File: src/rtl/mem_access_pkg.sv
// mem_access_pkg: op and FSM encodings plus lane width constants shared by the load/store unit.
package mem_access_pkg;
    localparam int BYTE_W = 8;
    localparam int HALF_W = 16;
    localparam int OP_W   = 3;

    typedef enum logic [OP_W-1:0] {
        OP_LB  = 3'd0,
        OP_LH  = 3'd1,
        OP_LW  = 3'd2,
        OP_LBU = 3'd3,
        OP_LHU = 3'd4,
        OP_SB  = 3'd5,
        OP_SH  = 3'd6,
        OP_SW  = 3'd7
    } op_e;

    typedef enum logic [1:0] {
        S_IDLE  = 2'd0,
        S_READ  = 2'd1,
        S_WRITE = 2'd2,
        S_RESP  = 2'd3
    } state_e;

    function automatic logic is_store(op_e op);
        return op inside {OP_SB, OP_SH, OP_SW};
    endfunction
endpackage

File: src/rtl/mem_lane_align.sv
// mem_lane_align: little-endian lane extraction/extension for loads and lane merging for stores.
module mem_lane_align
    import mem_access_pkg::*;
#(
    parameter int DATA_WIDTH = 32
) (
    input  op_e                   op_i,
    input  logic [1:0]            off_i,
    input  logic [DATA_WIDTH-1:0] word_i,
    input  logic [DATA_WIDTH-1:0] wdata_i,
    output logic [DATA_WIDTH-1:0] load_o,
    output logic [DATA_WIDTH-1:0] store_o
);
    logic [BYTE_W-1:0] b;
    logic [HALF_W-1:0] h;

    assign b = word_i[{off_i, 3'b000} +: BYTE_W];
    assign h = word_i[{off_i[1], 4'b0000} +: HALF_W];

    always_comb begin
        load_o = op_i == OP_LB  ? {{(DATA_WIDTH-BYTE_W){b[BYTE_W-1]}}, b} :
                 op_i == OP_LBU ? {{(DATA_WIDTH-BYTE_W){1'b0}}, b} :
                 op_i == OP_LH  ? {{(DATA_WIDTH-HALF_W){h[HALF_W-1]}}, h} :
                 op_i == OP_LHU ? {{(DATA_WIDTH-HALF_W){1'b0}}, h} : word_i;
    end

    // Sub-word stores keep every lane of the read word except the addressed one.
    always_comb begin
        store_o = op_i == OP_SW ? wdata_i : word_i;
        if (op_i == OP_SB)
            store_o[{off_i, 3'b000} +: BYTE_W] = wdata_i[BYTE_W-1:0];
        else if (op_i == OP_SH)
            store_o[{off_i[1], 4'b0000} +: HALF_W] = wdata_i[HALF_W-1:0];
    end
endmodule

File: src/rtl/mem_access_unit.sv
// mem_access_unit: Moore FSM turning core load/store requests into single-word memory accesses.
module mem_access_unit
    import mem_access_pkg::*;
#(
    parameter int DATA_WIDTH = 32,
    parameter int ADDR_WIDTH = 32,
    parameter int MEM_DEPTH  = 100
) (
    input  logic                  CLK,
    input  logic                  RST,
    input  logic                  req_valid,
    output logic                  req_ready,
    input  logic [OP_W-1:0]       req_op,
    input  logic [ADDR_WIDTH-1:0] req_addr,
    input  logic [DATA_WIDTH-1:0] req_wdata,
    output logic                  rsp_valid,
    input  logic                  rsp_ready,
    output logic [DATA_WIDTH-1:0] rsp_rdata,
    output logic                  rsp_err,
    output logic [ADDR_WIDTH-1:0] mem_a,
    output logic [DATA_WIDTH-1:0] mem_wd,
    output logic                  mem_we,
    input  logic [DATA_WIDTH-1:0] mem_rd
);
    state_e                state_q, state_d;
    op_e                   op_q, op_d, req_op_e;
    logic [ADDR_WIDTH-1:0] idx_q, idx_d;
    logic [1:0]            off_q, off_d;
    logic [DATA_WIDTH-1:0] wdata_q, wdata_d, word_q, word_d, load_w, store_w;
    logic                  err_q, err_d, live_q, req_err;

    assign req_op_e = op_e'(req_op);
    assign req_err  = (req_addr >> 2) >= ADDR_WIDTH'(MEM_DEPTH)
                   || (req_op_e inside {OP_LH, OP_LHU, OP_SH} && req_addr[0])
                   || (req_op_e inside {OP_LW, OP_SW} && |req_addr[1:0]);

    mem_lane_align #(.DATA_WIDTH(DATA_WIDTH)) u_align (
        .op_i    (op_q),
        .off_i   (off_q),
        .word_i  (word_q),
        .wdata_i (wdata_q),
        .load_o  (load_w),
        .store_o (store_w)
    );

    // live_q holds req_ready low until the first edge after reset release.
    always_ff @(posedge CLK or negedge RST) begin
        if (!RST) begin
            state_q <= S_IDLE;
            op_q    <= OP_LB;
            idx_q   <= '0;
            off_q   <= '0;
            wdata_q <= '0;
            word_q  <= '0;
            err_q   <= 1'b0;
            live_q  <= 1'b0;
        end else begin
            state_q <= state_d;
            op_q    <= op_d;
            idx_q   <= idx_d;
            off_q   <= off_d;
            wdata_q <= wdata_d;
            word_q  <= word_d;
            err_q   <= err_d;
            live_q  <= 1'b1;
        end
    end

    always_comb begin
        state_d = state_q;
        op_d    = op_q;
        idx_d   = idx_q;
        off_d   = off_q;
        wdata_d = wdata_q;
        word_d  = word_q;
        err_d   = err_q;
        case (state_q)
            S_IDLE: if (req_valid && live_q) begin
                op_d    = req_op_e;
                idx_d   = req_addr >> 2;
                off_d   = req_addr[1:0];
                wdata_d = req_wdata;
                err_d   = req_err;
                state_d = req_err ? S_RESP : req_op_e == OP_SW ? S_WRITE : S_READ;
            end
            S_READ: begin
                word_d  = mem_rd;
                state_d = is_store(op_q) ? S_WRITE : S_RESP;
            end
            S_WRITE: state_d = S_RESP;
            default: state_d = rsp_ready ? S_IDLE : S_RESP;
        endcase
    end

    always_comb begin
        req_ready = state_q == S_IDLE && live_q;
        rsp_valid = state_q == S_RESP;
        rsp_err   = rsp_valid && err_q;
        rsp_rdata = rsp_valid && !err_q && !is_store(op_q) ? load_w : '0;
        mem_a     = state_q == S_IDLE ? '0 : idx_q;
        mem_we    = state_q == S_WRITE;
        mem_wd    = mem_we ? store_w : '0;
    end
endmodule

File: config.mk
export PLATFORM = sky130hd
export DESIGN_NAME = mem_access_unit
export DESIGN_NICKNAME = d
export VERILOG_FILES = /design/src/rtl/mem_access_pkg.sv /design/src/rtl/mem_lane_align.sv /design/src/rtl/mem_access_unit.sv
export SDC_FILE = /design/constraint.sdc
export NUM_CORES = 1
export LEC_CHECK = 0
export ABC_AREA = 0
export CAP_MARGIN = 20
export CORE_MARGIN = 2
export CORE_UTILIZATION = 45
export CTS_CLUSTER_SIZE = 12
export DETAILED_ROUTE_END_ITERATION = 10
export GPL_TIMING_DRIVEN = 0
export PLACE_DENSITY = 0.77
export SLEW_MARGIN = 20
export SYNTH_ARGS = -nofsm -noshare
export SYNTH_HDL_FRONTEND = slang
export SYNTH_SLANG_ARGS = --single-unit
File: constraint.sdc
create_clock -name CLK -period 2.6 [get_ports CLK]
set_input_delay 0.52 -clock CLK [delete_from_list [all_inputs] [get_ports CLK]]
set_output_delay 0.52 -clock CLK [all_outputs]
set_load 0.005 [all_outputs]
Yosys cells after proc, flatten, opt, wreduce, memory -nomap -nowiden
Index checks and enable logic that the tools add are counted.
{"block": "word_totals", "register_bits": 103, "input_bits": 103, "out_inout_bits": 100}
{"block": "op_classes", "shift": 6, "magnitude_cmp": 1, "addsub": 2, "n_eq_ne": 15, "reduce_logical": 18, "muxes": 18}
{"cell": "two-way mux 32 bit", "n": 9}
{"cell": "bitwise mux 32 bit", "n": 2}
{"cell": "variable shift 16 x 7 -> 32 bit (first input constant)", "n": 1}
{"cell": "variable shift 8 x 7 -> 32 bit (first input constant)", "n": 1}
{"cell": "indexed part select 16 x 7 -> 32 bit", "n": 1}
{"cell": "indexed part select 32 x 6 -> 16 bit", "n": 1}
{"cell": "indexed part select 32 x 6 -> 8 bit", "n": 1}
{"cell": "indexed part select 8 x 7 -> 32 bit", "n": 1}
{"cell": ">= comparator 30 x 7 -> 1 bit (second input constant)", "n": 1}
{"cell": "two-way mux 30 bit", "n": 1}
{"cell": "== test 3 bit (second input constant)", "n": 7}
{"cell": "negator 5 -> 7 bit", "n": 2}
{"cell": "two-way mux 2 bit", "n": 4}
{"cell": "logical AND 1 bit", "n": 7}
{"cell": "== test 3 x 1 -> 1 bit (second input constant)", "n": 2}
{"cell": "== test 3 x 2 -> 1 bit (second input constant)", "n": 2}
{"cell": "case mux 2 bit (3 select lines)", "n": 1}
{"cell": "nonzero test 3 bit", "n": 2}
{"cell": "== test 2 bit (second input constant)", "n": 2}
{"cell": "zero test 3 bit", "n": 1}
{"cell": "== test 2 x 1 -> 1 bit (second input constant)", "n": 1}
{"cell": "zero test 1 bit", "n": 2}
{"cell": "zero test 2 bit", "n": 1}
{"cell": "logical OR 1 bit", "n": 2}
{"cell": "5 further kinds", "n": 5}

Depth between registers and ports, before layout
{"block": "logic_depth", "depth_word": 8, "mapped_depth": 8}

By module
Synthesis repeated with hierarchy kept, for this count alone.
{"block": "hier_totals", "hier_cells": 640, "hier_area_um2": 6894.1}
{"mod": "mem_access_unit", "cells_per_inst": 364, "instances": 1, "area_each_um2": 4976.0}
{"mod": "mem_lane_align", "cells_per_inst": 276, "instances": 1, "area_each_um2": 1918.1}

Worst setup path after synthesis
Ideal clock, no wire load.
{"block": "synth_timing", "path_kind": "reg2out", "startpoint": "reg off_q[0]", "endpoint": "out mem_wd[0]", "slack_ps": 170, "stages_incl_launch_ff": 7, "path_buffers": 1, "arrival_time_ps": 1910, "path_cell_list": "dfrtp_1 > buf_6 > inv_1 > ha_1 > o32ai_2 > a221oi_1 > a211oi_1"}
{"block": "synth_via", "elab_chain_cells": 5, "elab_cells_between_ends": 6, "cone_classes": "add/sub: 1; shift: 2; mux: 3"}
{"element": "start: declaration", "line": "mem_access_unit.sv:28", "source": "logic [1:0] off_q, off_d;"}
{"element": "start signal: assignment", "line": "mem_access_unit.sv:52", "source": "off_q <= '0;"}
{"element": "start signal: assignment", "line": "mem_access_unit.sv:61", "source": "off_q <= off_d;"}
{"element": "negator 5 -> 7 bit *", "line": "mem_lane_align.sv:31", "source": "store_o[{off_i, 3'b000} +: BYTE_W] = wdata_i[BYTE_W-1:0];"}
{"element": "indexed part select 8 x 7 -> 32 bit / variable shift 8 x 7 -> 32 bit (equally long branches)", "line": "mem_lane_align.sv:31"}
{"element": "bitwise mux 32 bit *", "line": "mem_lane_align.sv:31"}
{"element": "two-way mux 32 bit *", "line": "mem_lane_align.sv:30", "source": "if (op_i == OP_SB)"}
{"element": "two-way mux 32 bit *", "line": "mem_access_unit.sv:102", "source": "mem_wd = mem_we ? store_w : '0;"}
{"element": "end: declaration", "line": "mem_access_unit.sv:21", "source": "output logic [DATA_WIDTH-1:0] mem_wd,"}
Every way passes the cells marked *; elsewhere a longest branch is shown, timed or not.

Worst setup path in the final report
{"block": "layout_timing", "startpoint": "reg op_q[0]", "endpoint": "out mem_wd[6]"}
{"block": "layout_via", "elab_chain_cells": 6, "elab_cells_between_ends": 9, "cone_classes": "eq/ne: 3; mux: 6"}
{"element": "start: declaration", "line": "mem_access_unit.sv:26", "source": "op_e op_q, op_d, req_op_e;"}
{"element": "start signal: assignment", "line": "mem_access_unit.sv:59", "source": "op_q <= op_d;"}
{"element": "== test 3 bit", "line": "mem_lane_align.sv:29", "source": "store_o = op_i == OP_SW ? wdata_i : word_i;"}
{"element": "two-way mux 32 bit", "line": "mem_lane_align.sv:29"}
{"element": "bitwise mux 32 bit", "line": "mem_lane_align.sv:33", "source": "store_o[{off_i[1], 4'b0000} +: HALF_W] = wdata_i[HALF_W-1:0];"}
{"element": "two-way mux 32 bit", "line": "mem_lane_align.sv:32", "source": "else if (op_i == OP_SH)"}
{"element": "two-way mux 32 bit *", "line": "mem_lane_align.sv:30"}
{"element": "two-way mux 32 bit *", "line": "mem_access_unit.sv:102"}
Marked as above.

==> results_dict.tcl <==
set metrics [dict create \
    dp_slack_ps -875 \
    fp.dieW_um 125 \
    final.setup_skew_ps 9.19 \
    switching_share_pct 43.2 \
    ys_top_cells_by_area "dfrtp_1, mux2_2, mux2i_1" \
    grt_usage_pct 31.2 \
    detailedPlacementHpwl_um 17500 \
    syn_inst 612 \
    numPlacedInstances 998 \
    max-cap-violations 0 \
    cts-root-buf "clkbuf_16" \
    fin_area_um2 10600 \
    path_clk_slew_ps 70 \
    seq_power_share_pct 25.3 \
    yosys.area_share.simple_pct 10.1 \
    post-route-period-util_pct 114 \
    num_antenna_cells 0 \
    worst_pin_slew_ps 766 \
    drv_slew 0 \
    worstPathMaxFanout 10 \
    clkPwrFrac_pct 10.2 \
    peakVddDrop_v 0.000607 \
    dr.pass1.iters 7 \
    yosysWarnings 0 \
    start_util_pct 45.9 \
    startpoint_type "register" \
    num_rows 44 \
    synth.distinct_cells 56 \
    syn_area_um2 6640 \
    synth.most_common_cell "mux2_2" \
    fin_crit_ps 2970 \
    muxShareOfSynthArea_pct 26.1 \
    max-clock-path-buffers 2 \
    synth_top_family_by_area "multiplexers" \
    netlist_top_cells_count "mux2_2, dfrtp_1, mux2i_1, a21oi_1, nor2b_1" \
    placed_cell_area_um2 8900 \
    drc 0 \
    wl_um 25600 \
    final_cell_count_no_fill 1087 \
    p_int_w 0.00808 \
    hp-class "in -> async" \
    worst_ep_arrival_time_ps 2450 \
    power.switching_w 0.00614 \
    violations "negative setup slack" \
    finalHoldViolations 0 \
    ys.flop_type "dfrtp_1" \
    hold_ws_ps 62.5 \
    fmax_mhz 337 \
    cts_tree "yes" \
    core_um2 14500 \
    yosysSeqAreaShare_pct 38.8 \
    io_buffer_count 200 \
    grt_pass1_wl_um 38100 \
    cts.sinks 103 \
    antenna_found_initial 0 \
    synth-compound-area-share_pct 17.8 \
    r2r_cells 5 \
    ys_seq_elements 103 \
    grt_start_max_net_pins 63 \
    first_iter_violations 579 \
    yosysTopAreaCell "dfrtp_1" \
    die_y_um 125 \
    tns_ps -8450 \
    h-tree-depth 3 \
    synth_top_cell_area_share_pct 38.8 \
    grt_pass1_vias 6678 \
    setup_viol 57 \
    nets 1010 \
    critPathKind "reg -> out" \
    combPwrFrac_pct 64.5 \
    gr-total-overflow 0 \
    power_density_nw_per_um2 1350 \
    io-pin-count 203 \
    gp_congestion 0.916 \
    syn-mean-instance-area_um2 10.8 \
    end_kind "output port" \
    synth-edff-count 0 \
    synth_adder_area_share_pct 1.70 \
    synth_xor_area_share_pct 0.132 \
    worstPathRequired_ps 2080 \
    dieArea_um2 15700 \
    ant_nets 0 \
    vias 6459 \
    viasPerCell 5.94 \
    rsz0062_at_grt "true" \
    cts_buffers 9 \
    slew_headroom_pct 48.9 \
    status "finished with violations" \
    async_flop_share_pct 100 \
    p_leak_nw 4.66 \
    wl_per_cell_um 23.6 \
    drive_gt1_share_pct 47.6 \
    area_growth_pct 59.2 \
    clock_latency_ps 370 \
    fin_ws_ps -366 \
]
==> repair_timing <==
action / 4_1_cts / 5_1_grt
setup buffers: 62 / 14
setup endpoints to repair: 92 / 82
hold buffers: 0 / 0
resized for setup: 409 / 122
pin swaps: 59 / 42
cloned: 5 / 1
==> kinds of logic after synthesis <==
group	Yosys count
multiplexers	148
XOR/XNOR	1
AND/OR/NAND/NOR	122
other	2
buffers and inverters	67
AO/OA/AOI/OAI	160
adder cells (fa/ha/maj)	9
flip-flops	103
==> power groups by stage <==
stage | Clock, W | Sequential, W | Combinational, W
after global placement | 0 | 0.00340 | 0.00658
after CTS | 0.00147 | 0.00345 | 0.00829
final | 0.00146 | 0.00359 | 0.00917
after global routing | 0.00154 | 0.00366 | 0.00968
after detailed placement | 0 | 0.00342 | 0.00672
after floorplan | 0 | 0.00290 | 0.00410
==> path summary, 6_finish.rpt <==
| check | end | startpoint | slack (ps) |
|---|---|---|---|
| min reg2reg | idx_q[7]$_DFFE_PN0P_ | idx_q[7]$_DFFE_PN0P_ | 500 |
| max reg2reg | word_q[18]$_DFFE_PN0P_ | state_q[1]$_DFFE_PN0P_ | 380 |
| min in group CLK | idx_q[7]$_DFFE_PN0P_ | idx_q[7]$_DFFE_PN0P_ | 500 |
| min | word_q[9]$_DFFE_PN0P_ | RST | 60 |
| max | mem_wd[6] | op_q[0]$_DFFE_PN0P_ | -370 |
| max in group asynchronous | off_q[0]$_DFFE_PN0P_ | RST | 1870 |
==> sequential cells by signal, summed over array words and instances, names as in the netlist <==
| signal | flops |
|---|---|
| err_q | 1 |
| state_q | 2 |
| idx_q | 30 |
| live_q | 1 |
| wdata_q | 32 |
| word_q | 32 |
| op_q | 3 |
| off_q | 2 |
==> per-stage QoR <==
stage | utilization [%] | power [W]
2_1_floorplan | - | 0.00700
3_3_place_gp | 61.3 | 0.00998
3_5_place_dp | 61.5 | 0.0101
4_1_cts | 70.4 | 0.0132
5_1_grt | 73.0 | 0.0149
6_report | 73.0 | 0.0142
==> worst max-delay path, cell delays in order (launching register included) <==
cell and delay [ps]:
dfrtp_1 370, buf_6 160, buf_6 150, nand3b_1 210, clkbuf_1 620, a221oi_2 90, a211oi_2 310, buf_2 170
==> layout make-up <==
| type | instances | area, um^2 |
|---|---|---|
| Buffer | 47 | 432 |
| Clock buffer | 9 | 225 |
| Clock inverter | 7 | 91.3 |
| Fill cell | 986 | 3910 |
| Inverter | 16 | 66.3 |
| Multi-Input combinational cell | 443 | 4420 |
| Sequential cell | 103 | 2580 |
| Tap cell | 184 | 230 |
| Timing Repair Buffer | 278 | 2520 |
==> routing by layer <==
layer,global-route usage [%],wire [um],vias to the layer above
met5,0,0,-
li1,-,-,2865
met4,12.0,920,0
met1,38.3,10100,3172
met2,52.1,12400,357
met3,9.07,2250,65
==> cell usage in the layout (no fill, tap or decap), types with 8 or more instances in the layout <==
cell type	n
buf_4	37
mux2_2	104
and3_1	8
dfrtp_1	100
mux2i_1	32
o211ai_1	16
nor2b_1	26
buf_6	53
nor2_1	15
a21oi_2	26
o21ai_1	17
clkbuf_2	8
a211oi_2	8
inv_1	14
clkbuf_16	10
nor2_2	13
nand2_1	12
o21ai_0	10
o211a_1	9
a211o_1	9
clkdlybuf4s50_1	132
buf_2	65
o22a_1	8
Note: power is estimated with default switching activity, not from simulation.
